File: src/rtl/nco_phase_inc_sweep_pkg.sv
// Shared definitions for the NCO phase-increment sweep generator:
// FSM state encodings and sweep-mode constants.
package nco_phase_inc_sweep_pkg;

    typedef enum logic [1:0] {
        ST_IDLE = 2'd0,
        ST_UP   = 2'd1,
        ST_DOWN = 2'd2,
        ST_DONE = 2'd3
    } state_t;

    localparam logic MODE_ONESHOT = 1'b0;
    localparam logic MODE_TRI     = 1'b1;

endpackage

File: src/rtl/nco_phase_inc_sweep_dwell_cnt.sv
// Loadable dwell down-counter; tc flags a zero count so the sweep FSM knows
// when the current increment has been held long enough.
module nco_sweep_dwell_cnt #(
    parameter int DWELLW = 16
) (
    input  logic              clk,
    input  logic              reset_n,
    input  logic              i_clken,
    input  logic              i_load,
    input  logic              i_dec,
    input  logic [DWELLW-1:0] i_load_val,
    output logic              o_tc
);

    logic [DWELLW-1:0] r_count;

    always_ff @(posedge clk or negedge reset_n) begin
        if (!reset_n) begin
            r_count <= '0;
        end else if (i_clken) begin
            if (i_load) begin
                r_count <= i_load_val;
            end else if (i_dec && (r_count != '0)) begin
                r_count <= r_count - DWELLW'(1);
            end
        end
    end

    assign o_tc = (r_count == '0);

endmodule

File: src/rtl/nco_phase_inc_sweep.sv
// Stepped linear frequency sweep for the NCO phase increment: one-shot up
// or continuous triangle, clamped to [f_start, f_stop], timed in clken cycles.
module nco_phase_inc_sweep
    import nco_phase_inc_sweep_pkg::*;
#(
    parameter int APR    = 32,
    parameter int DWELLW = 16
) (
    input  logic              clk,
    input  logic              reset_n,
    input  logic              clken,
    input  logic              start,
    input  logic              abort,
    input  logic              mode,
    input  logic [APR-1:0]    f_start,
    input  logic [APR-1:0]    f_stop,
    input  logic [APR-1:0]    f_step,
    input  logic [DWELLW-1:0] dwell,
    output logic [APR-1:0]    phi_inc_o,
    output logic              busy,
    output logic              step_stb,
    output logic              sweep_done
);

    state_t            r_state;
    state_t            w_state_next;
    logic [APR-1:0]    r_phi;
    logic [APR-1:0]    w_phi_next;
    logic [APR-1:0]    r_f_start;
    logic [APR-1:0]    r_f_stop;
    logic [APR-1:0]    r_f_step;
    logic [DWELLW-1:0] r_dwell_rl;
    logic              r_mode;
    logic              r_step_stb;
    logic              r_sweep_done;

    logic              w_step_next;
    logic              w_done_next;
    logic              w_latch;
    logic              w_cnt_load;
    logic              w_cnt_dec;
    logic              w_tc;
    logic              w_degen;
    logic [DWELLW-1:0] w_dwell_rl_in;
    logic [DWELLW-1:0] w_cnt_load_val;
    logic [APR:0]      w_sum;
    logic [APR:0]      w_diff;

    // Reload value is max(dwell,1)-1, so a dwell of 0 behaves like 1.
    assign w_dwell_rl_in  = (dwell == '0) ? '0 : dwell - DWELLW'(1);
    assign w_cnt_load_val = w_latch ? w_dwell_rl_in : r_dwell_rl;
    assign w_degen        = (f_step == '0) || (f_stop <= f_start);

    // One extra bit exposes carry/borrow so the value never wraps.
    assign w_sum  = {1'b0, r_phi} + {1'b0, r_f_step};
    assign w_diff = {1'b0, r_phi} - {1'b0, r_f_step};

    always_comb begin
        w_state_next = r_state;
        w_phi_next   = r_phi;
        w_step_next  = 1'b0;
        w_done_next  = 1'b0;
        w_latch      = 1'b0;
        w_cnt_load   = 1'b0;
        w_cnt_dec    = 1'b0;

        if (abort) begin
            w_state_next = ST_IDLE;
        end else begin
            case (r_state)
                ST_IDLE, ST_DONE: begin
                    if (start) begin
                        w_latch    = 1'b1;
                        w_cnt_load = 1'b1;
                        w_phi_next = f_start;
                        if (w_degen) begin
                            w_state_next = ST_DONE;
                            w_done_next  = 1'b1;
                        end else begin
                            w_state_next = ST_UP;
                        end
                    end
                end
                ST_UP: begin
                    if (w_tc) begin
                        w_step_next = 1'b1;
                        w_cnt_load  = 1'b1;
                        if (w_sum >= {1'b0, r_f_stop}) begin
                            w_phi_next = r_f_stop;
                            if (r_mode == MODE_TRI) begin
                                w_state_next = ST_DOWN;
                            end else begin
                                w_state_next = ST_DONE;
                                w_done_next  = 1'b1;
                            end
                        end else begin
                            w_phi_next = w_sum[APR-1:0];
                        end
                    end else begin
                        w_cnt_dec = 1'b1;
                    end
                end
                ST_DOWN: begin
                    if (w_tc) begin
                        w_step_next = 1'b1;
                        w_cnt_load  = 1'b1;
                        if (w_diff[APR] || (w_diff[APR-1:0] <= r_f_start)) begin
                            w_phi_next   = r_f_start;
                            w_state_next = ST_UP;
                        end else begin
                            w_phi_next = w_diff[APR-1:0];
                        end
                    end else begin
                        w_cnt_dec = 1'b1;
                    end
                end
                default: w_state_next = ST_IDLE;
            endcase
        end
    end

    // Pulses are registered and only cleared on a clken cycle, so they hold with clken low.
    always_ff @(posedge clk or negedge reset_n) begin
        if (!reset_n) begin
            r_state      <= ST_IDLE;
            r_phi        <= '0;
            r_step_stb   <= 1'b0;
            r_sweep_done <= 1'b0;
            r_f_start    <= '0;
            r_f_stop     <= '0;
            r_f_step     <= '0;
            r_dwell_rl   <= '0;
            r_mode       <= MODE_ONESHOT;
        end else if (clken) begin
            r_state      <= w_state_next;
            r_phi        <= w_phi_next;
            r_step_stb   <= w_step_next;
            r_sweep_done <= w_done_next;
            if (w_latch) begin
                r_f_start  <= f_start;
                r_f_stop   <= f_stop;
                r_f_step   <= f_step;
                r_dwell_rl <= w_dwell_rl_in;
                r_mode     <= mode;
            end
        end
    end

    nco_sweep_dwell_cnt #(
        .DWELLW (DWELLW)
    ) u_dwell_cnt (
        .clk        (clk),
        .reset_n    (reset_n),
        .i_clken    (clken),
        .i_load     (w_cnt_load),
        .i_dec      (w_cnt_dec),
        .i_load_val (w_cnt_load_val),
        .o_tc       (w_tc)
    );

    assign phi_inc_o  = r_phi;
    assign busy       = (r_state == ST_UP) || (r_state == ST_DOWN);
    assign step_stb   = r_step_stb;
    assign sweep_done = r_sweep_done;

endmodule
File: config.mk
export PLATFORM = sky130hd
export DESIGN_NAME = nco_phase_inc_sweep
export DESIGN_NICKNAME = d
export VERILOG_FILES = /design/src/rtl/nco_phase_inc_sweep_pkg.sv /design/src/rtl/nco_phase_inc_sweep_dwell_cnt.sv /design/src/rtl/nco_phase_inc_sweep.sv
export SDC_FILE = /design/constraint.sdc
export NUM_CORES = 1
export LEC_CHECK = 0
export ABC_CLOCK_PERIOD_IN_PS = 7000
export BUFFER_PORTS_ARGS = -buffer_cell sky130_fd_sc_hd__buf_4
export CORE_MARGIN = 4
export CORE_UTILIZATION = 50
export DETAILED_ROUTE_END_ITERATION = 6
export GPL_TIMING_DRIVEN = 0
export PLACE_DENSITY = 0.72
export SLEW_MARGIN = 20
export SYNTH_ARGS = -nofsm -noshare
export SYNTH_HDL_FRONTEND = slang
export SYNTH_SLANG_ARGS = --single-unit
export TNS_END_PERCENT = 5
File: constraint.sdc
create_clock -name clk -period 7 [get_ports clk]
set_input_delay 0.35 -clock clk [delete_from_list [all_inputs] [get_ports clk]]
set_output_delay 0.35 -clock clk [all_outputs]
set_load 0.005 [all_outputs]
**Word-level counts from Yosys, hierarchy flattened**

Cells that the tools add are included.

- Input port bits: 118
- Logic and storage cells: 82
- Output and inout port bits: 35
- Bits in registers: 165

- Equal/unequal tests: 11
- Order comparisons: 3
- $add $sub $neg: 4
- Muxes and demuxes: 37
- Reduce and logical (&&, ||, !) cells: 16
- Bitwise operators: 1

Operator list:

| kind | count |
|---|---|
| 32-bit two-way mux | 5 |
| 32-bit case mux with 3 select lines | 1 |
| 32-bit <= comparator | 2 |
| 16-bit two-way mux | 4 |
| 32-bit by 32-bit adder with 33-bit output | 1 |
| 33-bit by 32-bit >= comparator with 1-bit output | 1 |
| 32-bit by 32-bit subtractor with 33-bit output | 1 |
| 16-bit logical NOT | 2 |
| 32-bit logical NOT | 1 |
| 16-bit by 1-bit subtractor with 16-bit output (second input constant) | 2 |
| 1-bit two-way mux | 17 |
| 16-bit nonzero test | 1 |
| 2-bit two-way mux | 7 |
| 3-bit != test (second input constant) | 3 |
| 3-bit by 2-bit != test with 1-bit output (second input constant) | 2 |
| 2-bit case mux with 3 select lines | 1 |
| 6-bit AND reduction | 1 |
| 5-bit AND reduction | 1 |
| 2-bit equality test (second input constant) | 2 |
| 2-bit by 1-bit != test with 1-bit output (second input constant) | 2 |
| 1-bit case mux with 2 select lines | 2 |
| 2-bit AND reduction | 2 |
| 2-bit OR reduction | 2 |
| 1-bit logical OR | 3 |
| 6 further kinds | 6 |

**Depth between registers and ports, before layout**

- Depth after elaboration: 7
- Depth in mapped cells: 24
- Gate-level depth less buffers: 23

**By module**

A second synthesis with hierarchy kept.

- Cell total of the unflattened synthesis: 1679
- Area total of the unflattened synthesis: 14317.5 sq um

Modules (own cells, without submodules):

| module | area each (sq um) | cells each | sequential area each (sq um) | instances |
|---|---|---|---|---|
| nco_phase_inc_sweep | 13210.2 | 1554 | 3728.6 | 1 |
| nco_sweep_dwell_cnt | 1107.3 | 125 | 400.4 | 1 |

**Worst setup path after synthesis**

OpenSTA, ideal clock, no wires.

- Path kind: register to register
- Start: register r_phi[4], in the netlist phi_inc_o[4]
- End: register r_phi[10], in the netlist phi_inc_o[10]
- Arrival: 4.599 ns
- Library setup time: 0.146 ns
- Stages on the path, launching flop included: 21
- Buffers on the path: 2
- Period minus slack after synthesis: 4.745 ns
- Data required time: 6.854 ns
- Path slack: 2.255 ns
- Path through: dfrtp_1 ha_1 buf_2 o41ai_2 a41oi_2 o31ai_1 a21oi_1 a2111oi_0 nor2b_1 xor2_1 ha_1 and4_1 nand3_1 o211ai_1 o21ai_0 o211ai_1 a31oi_2 buf_6 mux2_4 a221oi_2 a311oi_1

- Cells in the longest elaborated chain, start to end: 6
- Elaborated cells on any way between the ends: 10
- Classes of those cells: add/sub: 2; order compare: 2; mux: 5; reduce/logical: 1

RTL lines:

| what | RTL line | text |
|---|---|---|
| start: declaration | nco_phase_inc_sweep.sv:27 | `logic [APR-1:0] r_phi;` |
| start signal: assignment | nco_phase_inc_sweep.sv:136 | `r_phi <= w_phi_next;` |
| 32-bit by 32-bit subtractor with 33-bit output | nco_phase_inc_sweep.sv:56 | `assign w_diff = {1'b0, r_phi} - {1'b0, r_f_step};` |
| 32-bit <= comparator | nco_phase_inc_sweep.sv:107 | `if (w_diff[APR] \|\| (w_diff[APR-1:0] <= r_f_start)) begin` |
| 1-bit logical OR | nco_phase_inc_sweep.sv:107 |  |
| 32-bit two-way mux | nco_phase_inc_sweep.sv:107 |  |
| 32-bit two-way mux | nco_phase_inc_sweep.sv:104 | `if (w_tc) begin` |
| 32-bit case mux with 3 select lines * | nco_phase_inc_sweep.sv:70 | `case (r_state)` |

Every way passes the cells marked *; elsewhere a longest branch is shown, timed or not. The select of a mux whose other input is x is not followed.
A chain may end at the register's enable or synchronous reset.

**Final worst setup path**

- Start: register r_phi[4], in the netlist phi_inc_o[4]
- End: register r_phi[11], in the netlist phi_inc_o[11]

Same word-level chain as after synthesis.

==> results.yml <==
global_route:
  track_usage: 0.3044
  antenna_found_initial: 0
  grt_overflow: 0
  grt_pass1_wl_mm: 74.26
  grt_pass1_vias: 13288
  grt_max_degree: 95
synthesis:
  synth.avg_cell_area_sq_um: 8.581
  yosysWarnings: 0
  ys_ff_latch: 165
  netlist.area_leader.share: 0.2892
  synth_nets: 1949
  postSynthCellCount: 1664
  synth_edf_count: 0
  ys_top_cells_by_count: "174 x inv_1, 165 x dfrtp_1, 165 x ha_1"
  ys_async_sr_fraction: 1.000
  seq_area_frac_synth: 0.2892
  synth_cell_type_count: 84
  synth_flop_cell: "dfrtp_1"
  synth.most_common_cell: "inv_1"
  synth.cell_area_sq_mm: 0.01428
  synth_top_area_cell: "dfrtp_1"
  yosys-top-cells-area: "dfrtp_1 29%, ha_1 14%, mux2_2 6.6%, o21ai_0 4.7%, a21oi_1 4.6%"
setup_path:
  crit_fanout: 10
  cp.arrival_ns: 6.99
  crit_type: "register to register"
  required_ns: 7.28
  cp-start-kind: "register"
  end_kind: "register"
sta:
  finalSetupViolCount: 0
  setup_tns_ns: 0
  rsz0062_at_grt: "no"
  timing.final.crit_share: 0.9588
  period_needed_ns: 6.712
  max_freq_mhz: 149.0
  final.setup_skew_ns: 0.01324
  slew_headroom: 0.1999
  tightestPinTransition_ns: 1.185
  finalMaxSlewViolations: 0
  hold_violations: 0
clocking:
  clockRootBuffer: "clkbuf_16"
  cts.htree.levels: 4
  cts.sinks: 165
  tritoncts: "done"
  cts.path.max_buffers: 2
  numCtsBuffers: 17
  postCtsSetupBuffers: 0
  clk_latency_ns: 0.44
  path_clk_slew_ns: 0.07
finish:
  layout-drive-gt1-share: 0.1800
  antenna_cells: 0
  post-route-util: 0.5916
  syn_to_final_growth_pct: 16.06
  nNetsFinal: 2122
  num-fill-cells: 2559
routing:
  vias_per_cell: 6.093
  drc_errors: 0
  vias: 13576
  wl_per_cell_um: 21.52
  wirelength_mm: 47.94
  drt_iter0_markers: 1294
  drtPass1Iterations: 5
  drt.antenna.violating_nets: 0
floorplanning:
  die_h_um: 177.0
  num_rows: 61
  io_pins: 153
  die_area_sq_mm: 0.03133
  die_w_um: 177.0
  coreArea_sq_mm: 0.02801
  start_util: 0.5098
placed_design:
  dp_hpwl_mm: 37.89
  place.gp.congestion: 0.9594
  io_buffers: 151
flow_run:
  max_cap_viol_count: 0
run_status:
  outcome: "complete, no violations"
min_path:
  min_path_type: "primary input to register"
## through the flow
stage               hold WS, ns  instance area, sq um  setup WS, ns  instances
global route             0.1403                 16570       0.06948       2228
detailed placement       0.1802                 15950        0.2541       2195
global placement         0.4543                 15890        0.2705       2193
finish                   0.1442                 16570        0.2885       2228
CTS                      0.1366                 16570        0.1907       2228
floorplan               0.05441                 14280         2.255       1664
## registers in the layout, summed over array words and instances, names as in the netlist
register             cells
r_state                  2
r_dwell_rl              16
r_f_stop                32
r_mode                   1
r_f_start               32
phi_inc_o               32
r_f_step                32
sweep_done               1
u_dwell_cnt.r_count     16
step_stb                 1
## final timing paths
kind | from | to | slack, ns | cells past startpoint
max | phi_inc_o[4]$_DFFE_PN0P_ | phi_inc_o[11]$_DFFE_PN0P_ | 0.29 | 20
min | mode | r_mode$_DFFE_PN0P_ | 0.14 | 2
max reg2reg | phi_inc_o[4]$_DFFE_PN0P_ | phi_inc_o[11]$_DFFE_PN0P_ | 0.29 | 20
min reg2reg | r_dwell_rl[10]$_DFFE_PN0P_ | r_dwell_rl[10]$_DFFE_PN0P_ | 0.48 | 2
max in group asynchronous | reset_n | r_f_step[27]$_DFFE_PN0P_ | 5.70 | 4
min in group asynchronous | reset_n | phi_inc_o[6]$_DFFE_PN0P_ | 0.31 | 2
## placed cells by master (no fill, tap or decap), types with 33 or more instances in the layout
master	Yosys	routed
inv_1	174	174
ha_1	165	165
nor2_1	125	125
nand2_1	95	95
nand3_1	38	38
clkbuf_1	56	57
o21ai_0	135	135
xnor2_1	49	49
a21oi_1	132	132
nand4_1	33	33
mux2_2	84	84
dfrtp_1	165	165
buf_4	2	152
## critical path, cell delays in order, from the launching register on
cell       delay [ns]
dfrtp_1          0.45
ha_1             0.33
buf_2            0.20
o41ai_2          0.66
a41oi_2          0.37
o31ai_2          0.68
a21oi_1          0.27
a2111oi_0        0.52
nor2b_1          0.15
xor2_1           0.17
ha_1             0.32
and4_1           0.27
nand3_1          0.15
o211ai_1         0.22
o21ai_0          0.27
o211ai_1         0.14
a31oi_2          0.34
buf_2            0.43
mux2_1           0.37
a22oi_1          0.15
a21oi_1          0.09
## per-layer routing
metal | wire [um] | up-vias | GRT usage
li1 | - | 6312 | -
met3 | 4112 | 91 | 0.05597
met1 | 20000 | 6547 | 0.4104
met5 | 0 | - | 0
met2 | 22210 | 626 | 0.4952
met4 | 1621 | 0 | 0.1032
## layout make-up
cell class              count  area [sq um]  share of cell area
clock buffers              19         442.9             0.02673
clock inverters            13         166.4             0.01004
multi-input cells        1240          9136              0.5513
flip-flops and latches    165          4129              0.2492
well taps                 378         473.0             0.02854
inverters                 176         660.6             0.03986
repair buffers            154          1206             0.07278
plain buffers              83         357.8             0.02159
## kinds of logic (layout without fill, tap and decap cells)
family,Yosys count,count (layout),share of synthesized area
flops,165,165,0.2892
compound gates,476,476,0.2214
xor+xnor,68,68,0.04171
fa+ha+maj,167,167,0.1474
buf+inv,259,445,0.07133
simple gates,425,425,0.1448
mux,104,104,0.08421
## repair_timing
item | CTS | global route
setup endpoints to repair | 0 | 28
hold endpoints to repair | 14 | 0
resized for setup | 0 | 1
hold buffers | 1 | 0
Power is not shown: default switching activity piles up to over one toggle a cycle in this logic, so the estimate is an artifact.
